`config.mk`:
```
export PLATFORM = sky130hd
export DESIGN_NAME = dmem_arbiter
export DESIGN_NICKNAME = d
export VERILOG_FILES = /design/src/rtl/dmem_arbiter_pkg.sv /design/src/rtl/dmem_arbiter_rr_pick2.sv /design/src/rtl/dmem_arbiter.sv
export SDC_FILE = /design/constraint.sdc
export NUM_CORES = 1
export LEC_CHECK = 0
export CAP_MARGIN = 20
export CORE_AREA = 4 4 123 125
export DETAILED_ROUTE_END_ITERATION = 8
export DIE_AREA = 0 0 127 129
export PLACE_DENSITY_LB_ADDON = 0.12
export SYNTH_ARGS = -nofsm -noshare
export SYNTH_HDL_FRONTEND = slang
export SYNTH_HIERARCHICAL = 1
export SYNTH_SLANG_ARGS = --single-unit
export TNS_END_PERCENT = 100
```
`constraint.sdc`:
```
create_clock -name clk -period 5.1 [get_ports clk]
set_input_delay 0.51 -clock clk [delete_from_list [all_inputs] [get_ports clk]]
set_output_delay 0.51 -clock clk [all_outputs]
set_load 0.02 [all_outputs]
```
`src/rtl/dmem_arbiter_pkg.sv`:
```
// Shared types and defaults for the data-memory port arbiter.
// Holds the FSM state encoding and a state-to-grant decode helper.
package dmem_arbiter_pkg;

    typedef enum logic [1:0] {
        ARB_IDLE  = 2'd0,
        ARB_BUSY0 = 2'd1,
        ARB_BUSY1 = 2'd2
    } dmem_arb_state_t;

    localparam int DMEM_ARB_TIMEOUT_DEFAULT = 255;

    function automatic logic [1:0] arb_grant_onehot(input dmem_arb_state_t s);
        logic [1:0] g;
        g = 2'b00;
        case (s)
            ARB_BUSY0: g = 2'b01;
            ARB_BUSY1: g = 2'b10;
            default:   g = 2'b00;
        endcase
        return g;
    endfunction

endpackage

```
`src/rtl/dmem_arbiter_rr_pick2.sv`:
```
// Combinational two-way round-robin winner selection.
// On a tie the requester that did not own the port last time wins.
module rr_pick2 (
    input  logic req0_i,
    input  logic req1_i,
    input  logic last_grant_i,
    output logic valid_o,
    output logic winner_o
);

    always_comb begin
        valid_o  = req0_i | req1_i;
        winner_o = 1'b0;
        if (req0_i && req1_i) begin
            winner_o = ~last_grant_i;
        end else if (req1_i) begin
            winner_o = 1'b1;
        end
    end

endmodule

```
`src/rtl/dmem_arbiter.sv`:
```
// Two-requester arbiter for the single data-memory port: round-robin grant,
// registered slave command, ack/rdata returned to the owner, watchdog error ack.
module dmem_arbiter
    import dmem_arbiter_pkg::*;
#(
    parameter int AW      = 32,
    parameter int DW      = 32,
    parameter int TIMEOUT = DMEM_ARB_TIMEOUT_DEFAULT
) (
    input  logic              clk,
    input  logic              rst,

    input  logic              m0_req,
    input  logic              m0_we,
    input  logic [AW-1:0]     m0_addr,
    input  logic [DW-1:0]     m0_wdata,
    input  logic [DW/8-1:0]   m0_be,
    output logic              m0_stall,
    output logic              m0_ack,
    output logic              m0_err,
    output logic [DW-1:0]     m0_rdata,

    input  logic              m1_req,
    input  logic              m1_we,
    input  logic [AW-1:0]     m1_addr,
    input  logic [DW-1:0]     m1_wdata,
    input  logic [DW/8-1:0]   m1_be,
    output logic              m1_stall,
    output logic              m1_ack,
    output logic              m1_err,
    output logic [DW-1:0]     m1_rdata,

    output logic              s_req,
    output logic              s_we,
    output logic [AW-1:0]     s_addr,
    output logic [DW-1:0]     s_wdata,
    output logic [DW/8-1:0]   s_be,
    input  logic              s_stall,
    input  logic              s_ack,
    input  logic [DW-1:0]     s_rdata,

    output logic [1:0]        grant_o
);

    localparam int            TW     = $clog2(TIMEOUT + 1);
    localparam logic [TW-1:0] T_LAST = TW'(TIMEOUT - 1);
    localparam logic [TW-1:0] T_SAT  = TW'(TIMEOUT);

    dmem_arb_state_t   state_q, state_d;
    logic              last_grant_q, last_grant_d;
    logic [TW-1:0]     timer_q, timer_d;
    logic              s_req_q, s_req_d;
    logic              s_we_q, s_we_d;
    logic [AW-1:0]     s_addr_q, s_addr_d;
    logic [DW-1:0]     s_wdata_q, s_wdata_d;
    logic [DW/8-1:0]   s_be_q, s_be_d;

    logic              pick_valid;
    logic              pick_winner;
    logic              done_c;
    logic              err_c;
    logic              accept0, accept1;

    rr_pick2 u_pick (
        .req0_i       (m0_req),
        .req1_i       (m1_req),
        .last_grant_i (last_grant_q),
        .valid_o      (pick_valid),
        .winner_o     (pick_winner)
    );

    assign accept0 = (state_q == ARB_IDLE) && pick_valid && !pick_winner;
    assign accept1 = (state_q == ARB_IDLE) && pick_valid &&  pick_winner;

    always_comb begin
        state_d      = state_q;
        last_grant_d = last_grant_q;
        timer_d      = timer_q;
        s_req_d      = s_req_q;
        s_we_d       = s_we_q;
        s_addr_d     = s_addr_q;
        s_wdata_d    = s_wdata_q;
        s_be_d       = s_be_q;
        done_c       = 1'b0;
        err_c        = 1'b0;

        case (state_q)
            ARB_IDLE: begin
                if (pick_valid) begin
                    state_d      = pick_winner ? ARB_BUSY1 : ARB_BUSY0;
                    last_grant_d = pick_winner;
                    timer_d      = '0;
                    s_req_d      = 1'b1;
                    s_we_d       = pick_winner ? m1_we    : m0_we;
                    s_addr_d     = pick_winner ? m1_addr  : m0_addr;
                    s_wdata_d    = pick_winner ? m1_wdata : m0_wdata;
                    s_be_d       = pick_winner ? m1_be    : m0_be;
                end
            end
            ARB_BUSY0, ARB_BUSY1: begin
                // A real ack always beats the watchdog firing in the same cycle.
                if (s_ack) begin
                    done_c = 1'b1;
                end else if (timer_q == T_LAST) begin
                    done_c = 1'b1;
                    err_c  = 1'b1;
                end else begin
                    if (timer_q != T_SAT) begin
                        timer_d = timer_q + 1'b1;
                    end
                    if (!s_stall) begin
                        s_req_d = 1'b0;
                    end
                end
                if (done_c) begin
                    state_d = ARB_IDLE;
                    s_req_d = 1'b0;
                end
            end
            default: begin
                state_d = ARB_IDLE;
                s_req_d = 1'b0;
            end
        endcase
    end

    always_ff @(posedge clk) begin
        if (rst) begin
            state_q      <= ARB_IDLE;
            last_grant_q <= 1'b1;
            timer_q      <= '0;
            s_req_q      <= 1'b0;
            s_we_q       <= 1'b0;
            s_addr_q     <= '0;
            s_wdata_q    <= '0;
            s_be_q       <= '0;
        end else begin
            state_q      <= state_d;
            last_grant_q <= last_grant_d;
            timer_q      <= timer_d;
            s_req_q      <= s_req_d;
            s_we_q       <= s_we_d;
            s_addr_q     <= s_addr_d;
            s_wdata_q    <= s_wdata_d;
            s_be_q       <= s_be_d;
        end
    end

    // Completion is gated by reset so an in-flight transaction is dropped silently.
    assign m0_ack   = done_c && (state_q == ARB_BUSY0) && !rst;
    assign m1_ack   = done_c && (state_q == ARB_BUSY1) && !rst;
    assign m0_err   = m0_ack && err_c;
    assign m1_err   = m1_ack && err_c;
    assign m0_rdata = (m0_ack && !err_c) ? s_rdata : '0;
    assign m1_rdata = (m1_ack && !err_c) ? s_rdata : '0;

    assign m0_stall = m0_req && !accept0;
    assign m1_stall = m1_req && !accept1;

    assign s_req    = s_req_q;
    assign s_we     = s_we_q;
    assign s_addr   = s_addr_q;
    assign s_wdata  = s_wdata_q;
    assign s_be     = s_be_q;
    assign grant_o  = arb_grant_onehot(state_q);

endmodule

```
### After elaboration in Yosys (flattened, before gate mapping)

Index checks and enable logic that the tools add are counted.

* multiply operators: 0
* mux-type cells: 30
* div/mod/pow operators: 0
* bitwise operators: 2
* reduce and logical (&&, ||, !) cells: 26
* add/sub/neg operators: 1
* $lt $le $gt $ge: 0
* shift-type cells: 0
* equal/unequal tests: 12

Operators by type and width (count)
* $mux 32: 4
* $mux 8: 4
* $pmux 8 s2: 1
* $logic_and 1x1->1: 14
* $mux 1: 14
* $ne 2x2->1 const B: 5
* $ne 3x3->1 const B: 3
* $add 8x1->8 const B: 1
* $eq 8x8->1 const B: 1
* $ne 8x8->1 const B: 1
* $pmux 2 s2: 2
* $mux 2: 3
* $logic_not 1->1: 5
* $reduce_and 5->1: 1
* $mux 4: 1
* $reduce_and 2->1: 2
* $reduce_and 4->1: 1
* $eq 2x1->1 const B: 1
* $eq 2x2->1 const B: 1
* $logic_not 2->1: 1
* $pmux 1 s2: 1
* $reduce_bool 2->1: 1
* $reduce_or 2->1: 1
* $not 1->1: 1
* $or 1x1->1: 1

* input port bits: 176
* register bits: 81
* bits in latches: 0
* output and inout port bits: 142
* memories kept: 0
* logic and storage cells: 79
* memory bits (writable): 0
* bits in read-only memories: 0

### Logic depth before layout (Yosys ltp)

Gate-level depths: netlist (run 1).

* word-level depth: 9
* depth in mapped cells: 7

### Cells and area by module

Netlist (run 1), hierarchy kept.

By module, submodules not included
* dmem_arbiter: area each 4235.3 um^2, cells each 477, instances 1, seq. area each 1621.6 um^2
* rr_pick2: area each 13.8 um^2, cells each 2, instances 1, seq. area each 0.0 um^2

### Worst setup path after synthesis (run 1)

OpenSTA, ideal clock, no wires.

* path type: reg2out
* from: reg state_q[0]
* to: out m0_rdata[10]
* setup slack: 2.892 ns
* cell stages (with the launch flop): 7
* buffers on the path: 1
* data arrival time: 1.698 ns
* path through: dfxtp_1 inv_1 ha_1 nor2b_1 and3_1 clkbuf_1 and2_1

* longest elaborated chain between the ends: 7
* elaborated cells on any way between the ends: 10
* those cells by class: eq/ne: 2; mux: 3; reduce/logical: 5

RTL lines
* start, declared: line dmem_arbiter.sv:49 `dmem_arb_state_t state_q, state_d;`
* start signal, assigned: line dmem_arbiter.sv:138 `state_q <= state_d;`
* $eq 2x1->1 or $eq 2x2->1 (tied branches): line dmem_arbiter.sv:87, dmem_arbiter.sv:150
* $reduce_or 2->1: line dmem_arbiter.sv:87 `case (state_q)`
* $mux 1: line dmem_arbiter.sv:87
* $logic_and 1x1->1 (2 in series): line dmem_arbiter.sv:150 `assign m0_ack = done_c && (state_q == ARB_BUSY0) && !rst;`
* $logic_and 1x1->1 (*): line dmem_arbiter.sv:154 `assign m0_rdata = (m0_ack && !err_c) ? s_rdata : '0;`
* $mux 32 (*): line dmem_arbiter.sv:154
* end, declared: line dmem_arbiter.sv:21 `output logic [DW-1:0] m0_rdata,`

Every way passes the cells marked *; elsewhere a longest branch is shown, timed or not.

### Worst setup path after layout (run 1)

* from: reg state_q[1]
* to: out m0_rdata[11]

Same word-level chain as after synthesis.

==> results of run 1 <==
-- synthesized netlist by cell type, types with 2 or more instances --
master and number:
dfxtp_1 81, nor2_1 77, mux2i_1 72, a211oi_1 71, and2_1 65, clkbuf_1 22
buf_2 13, nand2_1 8, ha_1 7, inv_1 7, nor2b_1 7, and3_1 6
a21o_1 3, a21oi_1 3, nand3_1 3, nor3_1 3, o211ai_1 3, o21ai_0 3
a41oi_1 2, and4_1 2, buf_1 2, o32ai_1 2
-- per-layer routing --
metal  vias to the layer above  GRT usage
met5                         -          0
met4                         0     0.0637
met3                        24     0.0556
met2                       180      0.333
met1                      1997      0.208
li1                       2296          -
-- worst min-delay path, cell delays in order (launching register included) --
cell and delay [ns]:
dfxtp_1 0.30, nor2_1 0.09, a211oi_1 0.05
-- kinds of logic (layout without fill, tap and decap cells) --
| logic type | after synthesis | after routing | share of synthesized area |
|---|---|---|---|
| simple gates | 179 | 179 | 0.215 |
| mux | 72 | 72 | 0.170 |
| buf+inv | 44 | 345 | 0.0427 |
| fa+ha+maj | 7 | 7 | 0.0206 |
| compound gates | 96 | 96 | 0.170 |
| flops | 81 | 81 | 0.382 |
-- stage by stage --
step	hold slack [ns]	setup WS [ns]	util	power, mW	cells
2_1_floorplan	0.436	2.89	-	1.15	479
3_3_place_gp	0.487	1.86	0.543	1.52	943
3_5_place_dp	0.491	1.76	0.543	1.53	943
4_1_cts	0.498	1.41	0.564	2.20	959
5_1_grt	0.511	1.16	0.566	2.29	960
6_report	0.497	1.44	0.566	2.17	960
-- area by class of cell --
| type | instances | share of cell area |
|---|---|---|
| flip-flops and latches | 81 | 0.206 |
| multi-input cells | 354 | 0.313 |
| clock buffers | 12 | 0.0314 |
| clock inverters | 4 | 0.00669 |
| well taps | 180 | 0.0287 |
| repair buffers | 322 | 0.411 |
| inverters | 7 | 0.00334 |
-- state kept, by name (all words and copies together), names as in the netlist --
register      flops
last_grant_q      1
s_wdata          32
s_be              4
s_we              1
timer_q           8
state_q           2
s_req             1
s_addr           32
-- worst paths after layout --
path / depth (start not counted) / startpoint / slack (ns) / endpoint
setup / recovery: 6 / state_q[1]$_SDFFE_PP0P_ / 1.44 / m0_rdata[11]
hold / removal: 2 / s_addr[27]$_SDFFE_PP0P_ / 0.50 / s_addr[27]$_SDFFE_PP0P_
setup reg to reg: 7 / state_q[1]$_SDFFE_PP0P_ / 2.91 / s_wdata[22]$_SDFFE_PP0P_
hold reg to reg: 2 / s_addr[27]$_SDFFE_PP0P_ / 0.50 / s_addr[27]$_SDFFE_PP0P_
-- power by group --
| part | leakage, nW | total [mW] | switching, mW | internal [mW] |
|---|---|---|---|---|
| clock | 0.135 | 0.646 | 0.253 | 0.393 |
| sequential | 0.672 | 0.768 | 0.0464 | 0.722 |
| combinational | 2.24 | 0.754 | 0.365 | 0.388 |
| total | 3.05 | 2.17 | 0.665 | 1.50 |
==> flow_summary.json, run 1 <==
{
  "gp_congestion": 0.936,
  "core_sq_um": 13900,
  "final_common_cell": "clkdlybuf4s50_1",
  "clk_path_buf_depth": 2,
  "drc_errors": 0,
  "post_cts_resized": 0,
  "syn_avg_cell_area_sq_um": 8.87,
  "cts_tree": "built",
  "wl_per_cell_um": 16.5,
  "drtIter0Drc": 184,
  "row_count": 43,
  "min_period_over_period": 0.718,
  "wl_met1_um": 6120,
  "cp.arrival_ns": 3.15,
  "routed.top_layer": "met4",
  "numClockSinks": 81,
  "synth.ff_latch_count": 81,
  "fmax_mhz": 273,
  "worstPathRequired_ns": 4.59,
  "final_area_sq_um": 7860,
  "worstSetupStartpointType": "flip-flop",
  "worst_pin_slew_ns": 0.845,
  "drv_cap": 0,
  "synth-main-ff-cell": "dfxtp_1",
  "yosysTopAreaCell": "dfxtp_1",
  "status": "finished, final reports clean",
  "dieArea_sq_um": 16400,
  "seqCellArea_sq_um": 1620,
  "grt_max_degree": 115,
  "path_delay_family": "simple AND/OR/NAND/NOR gates",
  "path_class": "reg2out",
  "cts_setup_buffers": 0,
  "route.met3.wl_um": 1120,
  "ioPinCount": 318,
  "track_usage": 0.185,
  "path_cells": "inv_1 -> ha_1 -> nor2b_1 -> and3_1 -> and2_1 -> clkdlybuf4s50_1",
  "grt_pass1_vias": 4535,
  "dr.pass1.iters": 4,
  "antenna_found_initial": 0,
  "drt_wl_total_um": 15900,
  "cp_num_buf_inv": 2,
  "grt_overflow": 0,
  "slew_violations": 0,
  "setup_violations": 0,
  "ant_nets": 0,
  "cts.clk_slew.worst_paths_ns": 0.06,
  "root_buffer": "clkbuf_16",
  "die_w_um": 127,
  "period_needed_ns": 3.66,
  "synth_cells": 479,
  "grt_pass1_wl_um": 24000,
  "numCtsBuffers": 9,
  "leakage_nw": 3.05,
  "synth_cell_types": 39,
  "synthArstFlopShare": 0,
  "cp_max_fo": 32,
  "ys.warnings.count": 6,
  "syn_nets": 662,
  "yosys.area.top_type_share": 0.382,
  "multiInputGateArea_sq_um": 2460,
  "n_fill_cell": 1275,
  "nNetsFinal": 958,
  "synth_edf_count": 0,
  "seq_area_frac_synth": 0.382,
  "synthTopCellsByArea": "dfxtp_1 (38%), mux2i_1 (17%), a211oi_1 (13%)",
  "num_antenna_cells": 0,
  "final_cell_mix": "clkdlybuf4s50_1 (316), dfxtp_1 (81), nor2_1 (77)",
  "vdd_drop_max_v": 0.000198,
  "area_growth_syn_to_layout_pct": 84.9,
  "holdCritPathClass": "reg2reg",
  "rsz0062_at_grt": "no",
  "powerDensity_nw_per_um2": 276,
  "hold_viol": 0,
  "place_hpwl_um": 12600,
  "cts_max_level": 3,
  "viasPerCell": 4.68,
  "finalSetupTns_ns": 0,
  "drive_above_1_share": 0.0321,
  "start_util": 0.306,
  "clk_latency_ns": 0.33,
  "cp-end-kind": "primary output",
  "wl_met2_um": 8260,
  "critPathSlowestCell": "and3_1",
  "max_stage_delay_ns": 0.76,
  "fin_skew_ns": 0.00486,
  "vias": 4497,
  "netlist_area_sq_um": 4250,
  "relSlewSlack": 0.437,
  "dpl_cell_area_sq_um": 7530,
  "postCtsHoldBufs": 0,
  "portBuffers": 317,
  "die_y_um": 129
}
No activity file was read; power rests on OpenSTA's default activity.
==> run 2, diff against run 1 <==
--- a/config.mk
+++ b/config.mk
@@ -6,9 +6,9 @@
 export NUM_CORES = 1
 export LEC_CHECK = 0
 export CAP_MARGIN = 20
-export CORE_AREA = 4 4 123 125
+export CORE_AREA = 4 4 122 124
 export DETAILED_ROUTE_END_ITERATION = 8
-export DIE_AREA = 0 0 127 129
+export DIE_AREA = 0 0 126 128
 export PLACE_DENSITY_LB_ADDON = 0.12
 export SYNTH_ARGS = -nofsm -noshare
 export SYNTH_HDL_FRONTEND = slang
==> constraint.sdc (replaced) <==
create_clock -name clk -period 3.8 [get_ports clk]
set_input_delay 0.38 -clock clk [delete_from_list [all_inputs] [get_ports clk]]
set_output_delay 0.38 -clock clk [all_outputs]
set_load 0.02 [all_outputs]
==> run 2 against run 1 <==
Net effect:
- cell area down 0.11%
- utilization increased by 0.38 points
- sequential share of layout area barely moved
==> flow_summary.json, run 2 (synthesized netlist as in run 1, its figures left out) <==
{
  "nNetsFinal": 960,
  "setup_violations": 0,
  "core_sq_um": 13800,
  "grt_max_degree": 79,
  "hold_depth": 4,
  "finalSetupTns_ns": 0,
  "hold_viol": 0,
  "cp-end-kind": "primary output",
  "start_util": 0.309,
  "grt_overflow": 0,
  "r2r-end": "timer_q[6]$_SDFFE_PP0P_",
  "worstSetupStartpointType": "flip-flop",
  "cts_max_level": 3,
  "relSlewSlack": 0.438,
  "row_count": 43,
  "cts_setup_buffers": 0,
  "final_cell_mix": "clkdlybuf4s50_1 (316), dfxtp_1 (81), nor2_1 (77)",
  "numCtsBuffers": 9,
  "ioPinCount": 318,
  "min_from": "rst",
  "final_common_cell": "clkdlybuf4s50_1",
  "vias": 4535,
  "min_period_over_period": 0.819,
  "drive_above_1_share": 0.0358,
  "antenna_found_initial": 0,
  "wl_per_cell_um": 16.0,
  "holdCritPathClass": "in2reg",
  "grt_pass1_wl_um": 23700,
  "status": "finished, final reports clean",
  "grt_pass1_vias": 4623,
  "r2r-start": "state_q[1]$_SDFFE_PP0P_",
  "worstRegToRegCells": 6,
  "ant_nets": 0,
  "track_usage": 0.182,
  "place_hpwl_um": 12200,
  "viasPerCell": 4.71,
  "period_needed_ns": 3.11,
  "portBuffers": 317,
  "cts.clk_slew.worst_paths_ns": 0.06,
  "die_w_um": 126,
  "path_delay_family": "buffers and inverters",
  "dr.pass1.iters": 4,
  "rsz0062_at_grt": "no",
  "clk_latency_ns": 0.34,
  "path_cells": "inv_1 -> ha_1 -> nor2b_1 -> and3_1 -> buf_4 -> and2_1 -> clkdlybuf4s50_1",
  "cts_tree": "built",
  "vdd_drop_max_v": 0.000242,
  "worstPathRequired_ns": 3.42,
  "place_ws_ns": 1.03,
  "critPathSlowestCell": "clkdlybuf4s50_1",
  "whs_ns": 0.439,
  "drt_wl_total_um": 15400,
  "postCtsHoldBufs": 0,
  "area_growth_syn_to_layout_pct": 84.7,
  "n_fill_cell": 1265,
  "clk_path_buf_depth": 2,
  "leakage_nw": 3.05,
  "numClockSinks": 81,
  "slew_violations": 0,
  "gp_congestion": 0.851,
  "fmax_mhz": 321,
  "path_class": "reg2out",
  "min_to": "timer_q[3]$_SDFFE_PP0P_",
  "drv_cap": 0,
  "die_y_um": 128,
  "cp_num_buf_inv": 3,
  "post_cts_resized": 0,
  "worst_pin_slew_ns": 0.843,
  "layout_setup_ws_ns": 0.688,
  "dieArea_sq_um": 16100,
  "drc_errors": 0,
  "ff2ff_setup_slack_ns": 1.67,
  "drtIter0Drc": 122,
  "powerDensity_nw_per_um2": 365,
  "cp_max_fo": 32,
  "max_stage_delay_ns": 0.64,
  "cp.arrival_ns": 2.73,
  "num_antenna_cells": 0,
  "fin_skew_ns": 0.00410,
  "root_buffer": "clkbuf_16"
}
## run 2: changes by cell type in the layout (fill, tap and decap cells not counted), sizes merged
cell and change:
buf +2, inv +1, clkbuf -1, clkinv +1
bufinv -1
## run 2: how the worst max path moves through the flow
| stage | startpoint | end | slack [ns] | cells past startpoint |
|---|---|---|---|---|
| CTS | state_q[0]$_SDFFE_PP0P_ | m0_rdata[29] | 0.65 | 7 |
| floorplan | state_q[0]$_SDFFE_PP0P_ | m0_rdata[10] | 1.72 | 6 |
| global route | state_q[1]$_SDFFE_PP0P_ | m1_rdata[27] | 0.44 | 7 |
| global placement | state_q[0]$_SDFFE_PP0P_ | m0_rdata[8] | 1.11 | 7 |
| detailed placement | state_q[0]$_SDFFE_PP0P_ | m0_rdata[29] | 1.03 | 7 |
| finish | state_q[1]$_SDFFE_PP0P_ | m1_rdata[7] | 0.69 | 7 |
## run 2: power breakdown
group	leakage [nW]	internal (mW)	switching (mW)
Clock	0.128	0.464	0.358
Combinational	2.25	0.519	0.492
Sequential	0.672	0.968	0.0631
Total	3.05	1.95	0.913
## run 2: tightest hold or removal path: stages
cell and delay [ns]:
buf_2 0.11, nor2b_1 0.08, o211ai_1 0.08, nand3_1 0.07
## run 2: metal layers
metal,vias up,wire [um],GRT usage
li1,2308,-,-
met1,2032,5700,0.189
met2,178,8260,0.342
met3,17,1240,0.0688
met4,0,229,0.0511
met5,-,0,0
## run 2: per-stage QoR
stage,util,std cells,total power [mW],area (sq um)
3_5_place_dp,0.549,946,2.07,7570
6_report,0.570,962,2.86,7850
5_1_grt,0.570,962,3.02,7850
2_1_floorplan,-,479,1.55,4250
3_3_place_gp,0.549,946,2.05,7570
4_1_cts,0.570,962,2.91,7850
## run 2: cell type report
type | count | area [sq um] | area share
Multi-Input combinational cell | 354 | 2460 | 0.313
Sequential cell | 81 | 1620 | 0.207
Clock buffer | 11 | 243 | 0.0309
Inverter | 7 | 26.3 | 0.00335
Tap cell | 180 | 225 | 0.0287
Timing Repair Buffer | 324 | 3230 | 0.412
Clock inverter | 5 | 40.0 | 0.00510
==> run 3, diff against run 2 <==
==> constraint.sdc (replaced) <==
create_clock -name clk -period 3.05 [get_ports clk]
set_input_delay 0.305 -clock clk [delete_from_list [all_inputs] [get_ports clk]]
set_output_delay 0.305 -clock clk [all_outputs]
set_load 0.02 [all_outputs]
==> run 3 against run 2 <==
Net effect:
- clock skew increased by 0.0037 ns
- register-to-register slack got worse by 0.78 ns
- global-route usage decreased by 0.065 points
- die area unchanged
- via count decreased by 0.20%
- utilization increased by 0.28 points
- non-clock buffer count increased by 2
- clock power increased by 30%
- critical endpoint is now m0_rdata[29]
- largest cell class unchanged
==> flow_summary.json, run 3 (synthesized netlist as in run 1, its figures left out) <==
{
  "status": "finished, final reports clean",
  "worstSetupStartpointType": "flip-flop",
  "grt_max_degree": 88,
  "powerDensity_nw_per_um2": 457,
  "place_ws_ns": 0.425,
  "slew_violations": 0,
  "hold_viol": 0,
  "viasPerCell": 4.70,
  "final_common_cell": "clkdlybuf4s50_1",
  "place_inst": 948,
  "fmax_mhz": 346,
  "nNetsFinal": 962,
  "core_sq_um": 13800,
  "leakage_nw": 3.10,
  "gp_congestion": 0.835,
  "n_fill_cell": 1291,
  "final_cell_mix": "clkdlybuf4s50_1 (315), dfxtp_1 (81), nor2_1 (77)",
  "start_util": 0.309,
  "numCtsBuffers": 9,
  "wl_per_cell_um": 15.8,
  "cp-end-kind": "primary output",
  "worstPathRequired_ns": 2.74,
  "finalSetupTns_ns": 0,
  "die_w_um": 126,
  "drt_wl_total_um": 15200,
  "postCtsHoldBufs": 0,
  "path_class": "reg2out",
  "place_hpwl_um": 12300,
  "final_cells": 964,
  "root_buffer": "clkbuf_16",
  "ff2ff_setup_slack_ns": 0.89,
  "rsz0062_at_grt": "no",
  "ant_nets": 0,
  "dr.pass1.iters": 4,
  "worst_pin_slew_ns": 0.832,
  "numClockSinks": 81,
  "clk_path_buf_depth": 2,
  "cts_setup_buffers": 0,
  "holdCritPathClass": "in2reg",
  "vias": 4526,
  "fin_skew_ns": 0.00783,
  "drtIter0Drc": 117,
  "num_antenna_cells": 0,
  "fin_util": 0.573,
  "cts_max_level": 3,
  "period_needed_ns": 2.89,
  "totalPowerFinal_mw": 3.61,
  "whs_ns": 0.369,
  "cts_tree": "built",
  "antenna_found_initial": 0,
  "min_period_over_period": 0.948,
  "grt_overflow": 0,
  "ioPinCount": 318,
  "clk_latency_ns": 0.34,
  "row_count": 43,
  "layout_setup_ws_ns": 0.158,
  "dpl_cell_area_sq_um": 7580,
  "dieArea_sq_um": 16100,
  "die_y_um": 128,
  "grt_pass1_wl_um": 23600,
  "portBuffers": 317,
  "vdd_drop_max_v": 0.000367,
  "track_usage": 0.181,
  "cp_max_fo": 15,
  "relSlewSlack": 0.446,
  "drc_errors": 0,
  "final_area_sq_um": 7890,
  "area_growth_syn_to_layout_pct": 85.6,
  "cp.arrival_ns": 2.59,
  "setup_violations": 0,
  "drv_cap": 0,
  "cts.clk_slew.worst_paths_ns": 0.06,
  "drive_above_1_share": 0.0408,
  "grt_pass1_vias": 4586
}
run 3: path summary, 6_finish.rpt:
kind / from / endpoint / cells after the start
setup / recovery: state_q[0]$_SDFFE_PP0P_ / m0_rdata[29] / 7
hold / removal: rst / timer_q[3]$_SDFFE_PP0P_ / 4
setup reg to reg: state_q[0]$_SDFFE_PP0P_ / timer_q[6]$_SDFFE_PP0P_ / 6
hold reg to reg: s_addr[8]$_SDFFE_PP0P_ / s_addr[8]$_SDFFE_PP0P_ / 2
run 3: what timing repair did:
action                                 4_1_cts  5_1_grt
endpoints found under the hold margin        0        0
gates resized for setup                      0        2
setup endpoints to repair                    0       64
run 3: critical path, stage by stage (launching register included):
cell and delay, ns:
dfxtp_1 0.40, inv_1 0.11, ha_1 0.35, nor2b_2 0.23, and3_1 0.20, buf_4 0.18
and2_1 0.13, clkdlybuf4s50_1 0.64
run 3: area by class of cell:
class                   instances  area (sq um)  share of cell area
inverters                       7          26.3             0.00333
clock inverters                 3          21.3             0.00270
well taps                     180           225              0.0286
flip-flops and latches         81          1620               0.206
multi-input cells             354          2460               0.312
clock buffers                  13           280              0.0355
repair buffers                326          3250               0.412
run 3: report_power, final:
group          leakage [nW]  internal, mW  switching [mW]
combinational          2.28         0.648           0.606
clock                 0.148         0.642           0.424
sequential            0.672          1.21          0.0792
total                  3.10          2.50            1.11
run 3: per-layer routing:
layer | GRT usage | vias up | part of all wire
met4 | 0.0675 | 0 | 0.025
met2 | 0.326 | 178 | 0.52
li1 | - | 2296 | -
met5 | 0 | - | 0
met3 | 0.0617 | 26 | 0.076
met1 | 0.198 | 2026 | 0.38
